==> src/rtl/encrypt_function_4_stage.sv <==
// Two-stage encryption pipeline: masks 60-bit plaintext with an LFSR-derived key
// pattern and emits {key, masked word, tag} frames. Optional macro: ENC4_SEQ_TAG_EN.
module encrypt_function_4_stage #(
    parameter logic [10:0] SEED_RESET = 11'h2A5
) (
    input  logic        Clk,
    input  logic        Rst_n,
    input  logic        in_valid,
    output logic        in_ready,
    input  logic [59:0] in_data,
    input  logic        seed_load,
    input  logic [10:0] seed_value,
    output logic        out_valid,
    input  logic        out_ready,
    output logic [77:0] out_data
);

    localparam int unsigned DATA_W  = 60;
    localparam int unsigned KEY_W   = 11;
    localparam int unsigned TAG_W   = 6;
    localparam int unsigned X_W     = DATA_W + 1;
    localparam int unsigned FRAME_W = KEY_W + X_W + TAG_W;

    logic               s1_valid;
    logic [DATA_W-1:0]  s1_data;
    logic               s1_par;
    logic [KEY_W-1:0]   s1_key;
    logic [KEY_W-1:0]   lfsr;
    logic [TAG_W-1:0]   frame_tag;
    logic [DATA_W-1:0]  mask;
    logic [X_W-1:0]     sum;
    logic [FRAME_W-1:0] frame_next;
    logic               s1_advance;
    logic               accept;

    // S2 is the output register, so S1 may move whenever it is empty or being drained
    assign s1_advance = !out_valid || out_ready;
    assign in_ready   = !s1_valid || s1_advance;
    assign accept     = in_valid && in_ready;

    // Key generator; a seed load overrides the advance, zero seeds map to 1
    always_ff @(posedge Clk or negedge Rst_n) begin
        if (!Rst_n) begin
            lfsr <= SEED_RESET;
        end else if (seed_load) begin
            lfsr <= (seed_value == '0) ? KEY_W'(1) : seed_value;
        end else if (accept) begin
            lfsr <= {lfsr[9:0], lfsr[10] ^ lfsr[8]};
        end
    end

`ifdef ENC4_SEQ_TAG_EN
    logic [TAG_W-1:0] tag_cnt;
    logic [TAG_W-1:0] s1_tag;

    always_ff @(posedge Clk or negedge Rst_n) begin
        if (!Rst_n) begin
            tag_cnt <= '0;
            s1_tag  <= '0;
        end else if (accept) begin
            tag_cnt <= tag_cnt + TAG_W'(1);
            s1_tag  <= tag_cnt;
        end
    end

    assign frame_tag = s1_tag;
`else
    assign frame_tag = '0;
`endif

    // Stage 1: capture plaintext, its parity and the key current at acceptance
    always_ff @(posedge Clk or negedge Rst_n) begin
        if (!Rst_n) begin
            s1_valid <= 1'b0;
            s1_data  <= '0;
            s1_par   <= 1'b0;
            s1_key   <= '0;
        end else if (accept) begin
            s1_valid <= 1'b1;
            s1_data  <= in_data;
            s1_par   <= ^in_data;
            s1_key   <= lfsr;
        end else if (s1_advance) begin
            s1_valid <= 1'b0;
        end
    end

    // Mask pattern and modular add; the carry out of the top bit is dropped
    always_comb begin
        mask         = '0;
        mask[10:0]   = s1_key;
        mask[21:11]  = ~s1_key;
        mask[32:22]  = ~s1_key;
        mask[43:33]  = s1_key;
        mask[54:44]  = ~s1_key;
        mask[59:55]  = s1_key[4:0];
        sum          = {s1_data, s1_par} + {1'b0, mask};
        frame_next   = {s1_key, sum, frame_tag};
    end

    // Stage 2: output register, held while the consumer stalls
    always_ff @(posedge Clk or negedge Rst_n) begin
        if (!Rst_n) begin
            out_valid <= 1'b0;
            out_data  <= '0;
        end else if (s1_advance) begin
            out_valid <= s1_valid;
            if (s1_valid) begin
                out_data <= frame_next;
            end
        end
    end

endmodule

==> config.mk <==
export PLATFORM = sky130hd
export DESIGN_NAME = encrypt_function_4_stage
export DESIGN_NICKNAME = d
export VERILOG_FILES = /design/src/rtl/encrypt_function_4_stage.sv
export SDC_FILE = /design/constraint.sdc
export NUM_CORES = 1
export LEC_CHECK = 0
export ABC_AREA = 1
export CORE_ASPECT_RATIO = 0.7
export CORE_MARGIN = 2
export CORE_UTILIZATION = 30
export CTS_BUF_LIST = sky130_fd_sc_hd__clkbuf_2 sky130_fd_sc_hd__clkbuf_4 sky130_fd_sc_hd__clkbuf_8
export DETAILED_ROUTE_END_ITERATION = 10
export PLACE_DENSITY = 0.61
export SKIP_LAST_GASP = 1
export SLEW_MARGIN = 10
export SYNTH_ARGS = -nofsm -noshare
export SYNTH_HDL_FRONTEND = slang
export SYNTH_SLANG_ARGS = --single-unit
==> constraint.sdc <==
create_clock -name Clk -period 2 [get_ports Clk]
set_clock_uncertainty 0.15 [all_clocks]
set_input_delay 0.4 -clock Clk [delete_from_list [all_inputs] [get_ports Clk]]
set_output_delay 0.4 -clock Clk [all_outputs]
set_load 0.005 [all_outputs]
Yosys cells after proc, flatten, opt, wreduce, memory -nomap -nowiden
Cells that the tools add are included.

Register bits after elaboration: 157. Bits of input ports: 76. Output and inout bits: 80. Word-level logic and storage cells: 25.

Add/sub/neg operators: 1. Mux-type cells: 5. Bitwise gates (word level): 2. Reduce and logical (&&, ||, !) cells: 10.

Operator list (number): adder 61 x 60 -> 61 bit (1); XOR reduction 60 bit (1); 2-to-1 mux 11 bit (3); logical NOT 11 bit (1); inverter 11 bit (1); nonzero test 2 bit (2); logical NOT 1 bit (2); logical OR 1 bit (2); 2-to-1 mux 1 bit (2); AND reduction 2 bit (1); logical AND 1 bit (1); bitwise XOR 1 bit (1).

Longest topological paths before layout
Depth in word-level cells: 6. Mapped depth: 16. Gate-level depth less buffers: 16.

Worst setup path after synthesis
No wires, ideal clock.

Path kind: reg-to-reg. From: register s1_key[0]. To: register out_data[28]. Setup time: 117 ps. Arrival: 1890 ps. Data required time: 1733 ps. Setup slack: -157 ps. Stages on the path, launching flop included: 12. Buffers on the path: 0. Period minus slack after synthesis: 2157 ps. Path through: dfrtp_1 -> ha_1 -> fa_1 -> nand3_1 -> nand2_2 -> a21oi_2 -> inv_1 -> nand2_1 -> nand3_2 -> or2_0 -> nand3_1 -> nand2_1.

Cells in the longest elaborated chain, start to end: 2.

Ends and longest elaborated chain: from (decl) (line 27) `logic [KEY_W-1:0] s1_key;`; from (signal assigned) (line 82) `s1_key <= lfsr;`; inverter 11 bit (line 92, 93); adder 61 x 60 -> 61 bit (*) (line 97) `sum = {s1_data, s1_par} + {1'b0, mask};`; to (signal assigned) (line 109) `out_data <= frame_next;`; to (decl) (line 15) `output logic [77:0] out_data`.

Mark *: on every way between the ends. The rest lies on a longest branch, timed or not. A chain may end at the register's enable or synchronous reset.

Worst setup path in the final report
From: register s1_key[0]. To: register out_data[29].

The elaborated chain is that of the path after synthesis.

==> results.sh <==
export IMPL_crit_path_max_fanout=5
export IMPL_grt_max_degree=48
export IMPL_setup_slack_ns=-0.4720
export IMPL_numCtsBuffers=17
export IMPL_num_antenna_cells=0
export IMPL_placed_area_um2=16620
export IMPL_multi_input_area_um2=9105
export IMPL_die_area_um2=42420
export IMPL_ys_async_sr_fraction_pct=100.0
export IMPL_p_leak_nw=10.04
export IMPL_syn_to_final_growth_pct=59.48
export IMPL_drt_iter0_drc=961
export IMPL_p_clk_share_pct=12.4
export IMPL_p_seq_share_pct=23.4
export IMPL_p_sw_mw=9.376
export IMPL_grtUsageTotal_pct=24.32
export IMPL_clock_sinks=157
export IMPL_nets=2569
export IMPL_portBuffers=149
export IMPL_ys_seq_area_share_pct=32.18
export IMPL_routabilityCongestion=0.9889
export IMPL_place_hpwl_um=42810
export IMPL_cts_htree_levels=4
export IMPL_io_pin_count=156
export IMPL_core_um2=39920
export IMPL_drc_errors=0
export IMPL_synth_cell_types=41
export IMPL_synth_edf_count=0
export IMPL_synth_top_cell_by_area="dfrtp_1"
export IMPL_rsz0062_at_grt="yes"
export IMPL_finish_utilization_pct=48.86
export IMPL_synth_commonest_cells="nand2_1 (860), inv_1 (253), dfrtp_1 (152)"
export IMPL_hold_path_class="in2async"
export IMPL_fillers=3987
export IMPL_layout_drive_gt1_share_pct=30.59
export IMPL_min_period_ns=2.472
export IMPL_syn_inst=1958
export IMPL_max_cap_violations=0
export IMPL_outcome="finished, violations left"
export IMPL_critPathArrivalTime_ns=2.77
export IMPL_worstMarginPinSlew_ns=0.5090
export IMPL_swShare_pct=44.64
export IMPL_start_util_pct=30.64
export IMPL_wl_um=52420
export IMPL_avgSynthCellArea_um2=6.246
export IMPL_setup_violations=57
export IMPL_p_comb_share_pct=64.2
export IMPL_antenna_found_initial=0
export IMPL_grt_pass1_vias=13570
export IMPL_vdd_ir_drop_max_mv=0.5497
export IMPL_die_w_um=245.3
export IMPL_vias_per_cell=4.805
export IMPL_slew_headroom_pct=66.07
export IMPL_cts_root_buffer="clkbuf_8"
export IMPL_cts_tree="built"
export IMPL_grt_pass1_wl_um=78300
export IMPL_dominantRegCellSynth="dfrtp_1"
export IMPL_final_max_slew_viol_count=0
export IMPL_cts_buffer_depth=2
export IMPL_firstDrtPassIters=5
export IMPL_critPathCaptureType="register"
export IMPL_ys_warn_count=0
export IMPL_synth_cell_area_um2=12230
export IMPL_die_y_um=172.9
export IMPL_hold_viol_final=0
export IMPL_yosysTopAreaCellShare_pct=31.10
export IMPL_num_vias=14320
export IMPL_synth_most_common_cell="nand2_1"
export IMPL_synthTopCellsByArea="dfrtp_1 (31%), nand2_1 (26%), inv_1 (7.8%), ha_1 (6.1%), o21ai_0 (5.3%)"
export IMPL_clock_latency_ns=0.54
export IMPL_period_share_pct=123.6
export IMPL_violations="negative setup slack"
export IMPL_seqCellArea_um2=3944
export IMPL_cp_required_ns=2.30
export IMPL_crit_path_start_kind="register"
export IMPL_path_clk_slew_ns=0.10
export IMPL_avgRoutedWirePerCell_um=17.59
export IMPL_postRouteAntennaNets=0
export IMPL_placementRows=61
export IMPL_gr_total_overflow=0
export IMPL_ys_ff_latch=157
export IMPL_internal_power_mw=11.63
export IMPL_fin_worst_hold_slack_ns=0.2287
export IMPL_maxClockFrequency_ghz=0.4045
export IMPL_fin_area_um2=19500
export IMPL_crit_type="reg2reg"
export IMPL_power_density_nw_per_um2=1077
[per-layer routing]
metal  wire length, um  vias to the layer above  track usage, %  share of wire [%]
met3              3555                       45           3.616                6.8
met4               704                        0           5.259                1.3
met2             21710                      423           35.03                 41
li1                  -                     7080               -                  -
met1             26440                     6770           37.78                 50
met5                 0                        -               0                  0
[power by group through the flow]
stage	logic (mW)	registers, mW	clock network [mW]
5_1_grt	14.5	5.02	2.79
2_1_floorplan	4.76	4.71	0
3_5_place_dp	10.5	4.91	0
4_1_cts	11.9	4.91	2.67
3_3_place_gp	10.4	4.89	0
6_report	13.5	4.92	2.60
[registers in the layout, summed over array words and instances, names as in the netlist]
register,count
s1_data,60
lfsr,11
out_valid,1
s1_par,1
s1_valid,1
out_data,72
s1_key,11
[worst max-delay path: stages, from the launching register on]
cell	delay (ns)
dfrtp_2	0.43
clkinvlp_4	0.15
buf_12	0.15
ha_4	0.26
nand2_4	0.14
inv_1	0.11
a21oi_4	0.19
inv_1	0.07
a21oi_2	0.15
nand3_2	0.14
buf_4	0.16
xnor2_2	0.11
o21ai_0	0.15
[final timing paths]
path	startpoint	end	slack [ns]	cells past startpoint
max	s1_key[0]$_DFFE_PN0P_	out_data[29]$_DFFE_PN0P_	-0.47	12
min	Rst_n	out_data[20]$_DFFE_PN0P_	0.23	2
max reg2reg	s1_key[0]$_DFFE_PN0P_	out_data[29]$_DFFE_PN0P_	-0.47	12
min reg2reg	out_data[40]$_DFFE_PN0P_	out_data[40]$_DFFE_PN0P_	0.33	2
max in group asynchronous	Rst_n	s1_key[1]$_DFFE_PN0P_	0.82	3
min in group Clk	seed_value[2]	lfsr[2]$_DFFE_PN1P_	0.33	3
[cell type report]
class	count	area share (%)
multi-input cells	1510	46.68
repair buffers	489	22.53
flip-flops and latches	157	20.22
inverters	257	5.030
well taps	535	3.432
clock buffers	18	1.270
clock inverters	14	0.8340
[logic make-up after synthesis]
kind of cell             after synthesis  share of synthesized area [%]
buffers and inverters                296                          9.351
flip-flops                           157                          32.18
XOR/XNOR                              39                          2.793
AO/OA/AOI/OAI                        264                          11.59
AND/OR/NAND/NOR                     1140                          37.75
adder cells (fa/ha/maj)               61                          6.302
other                                  1                        0.03066
[metrics by stage]
step	setup slack [ns]	total power, mW	TNS (ns)	instances
final	-0.4720	21.00	-18.46	2980
after global routing	-0.5528	22.27	-24.27	2980
after CTS	-0.3796	19.45	-17.32	2947
after detailed placement	-0.9560	15.39	-43.61	2897
after global placement	-1.043	15.33	-43.83	2897
after floorplan	-0.06604	9.469	-0.2544	1963
[cells in the final DEF, fill, tap and decap left out, types with 15 or more instances in the layout]
cell / Yosys / final
ha_4: 0 / 42
clkbuf_8: 0 / 18
nand3_2: 6 / 25
a21oi_1: 84 / 41
clkdlybuf4s50_1: 0 / 116
inv_1: 253 / 220
a21oi_2: 4 / 34
nand2_4: 0 / 20
o21ai_0: 130 / 100
buf_4: 6 / 302
dlymetal6s2s_1: 0 / 31
buf_6: 0 / 23
nand2_2: 15 / 60
buf_12: 0 / 15
dfrtp_1: 152 / 145
nand2_1: 860 / 794
nor2_2: 13 / 33
nand3_1: 81 / 54
inv_2: 3 / 32
nor2_1: 127 / 76
o21ai_1: 18 / 30
nor2_4: 4 / 35
[timing repair]
item | CTS | global route
pin swaps | 45 | 70
gates resized for setup | 262 | 251
setup buffers | 18 | 41
endpoints found under the setup margin | 84 | 99
hold buffers | 1 | 0
hold endpoints to repair | 36 | 0
Power figures use the tool's default switching activity.
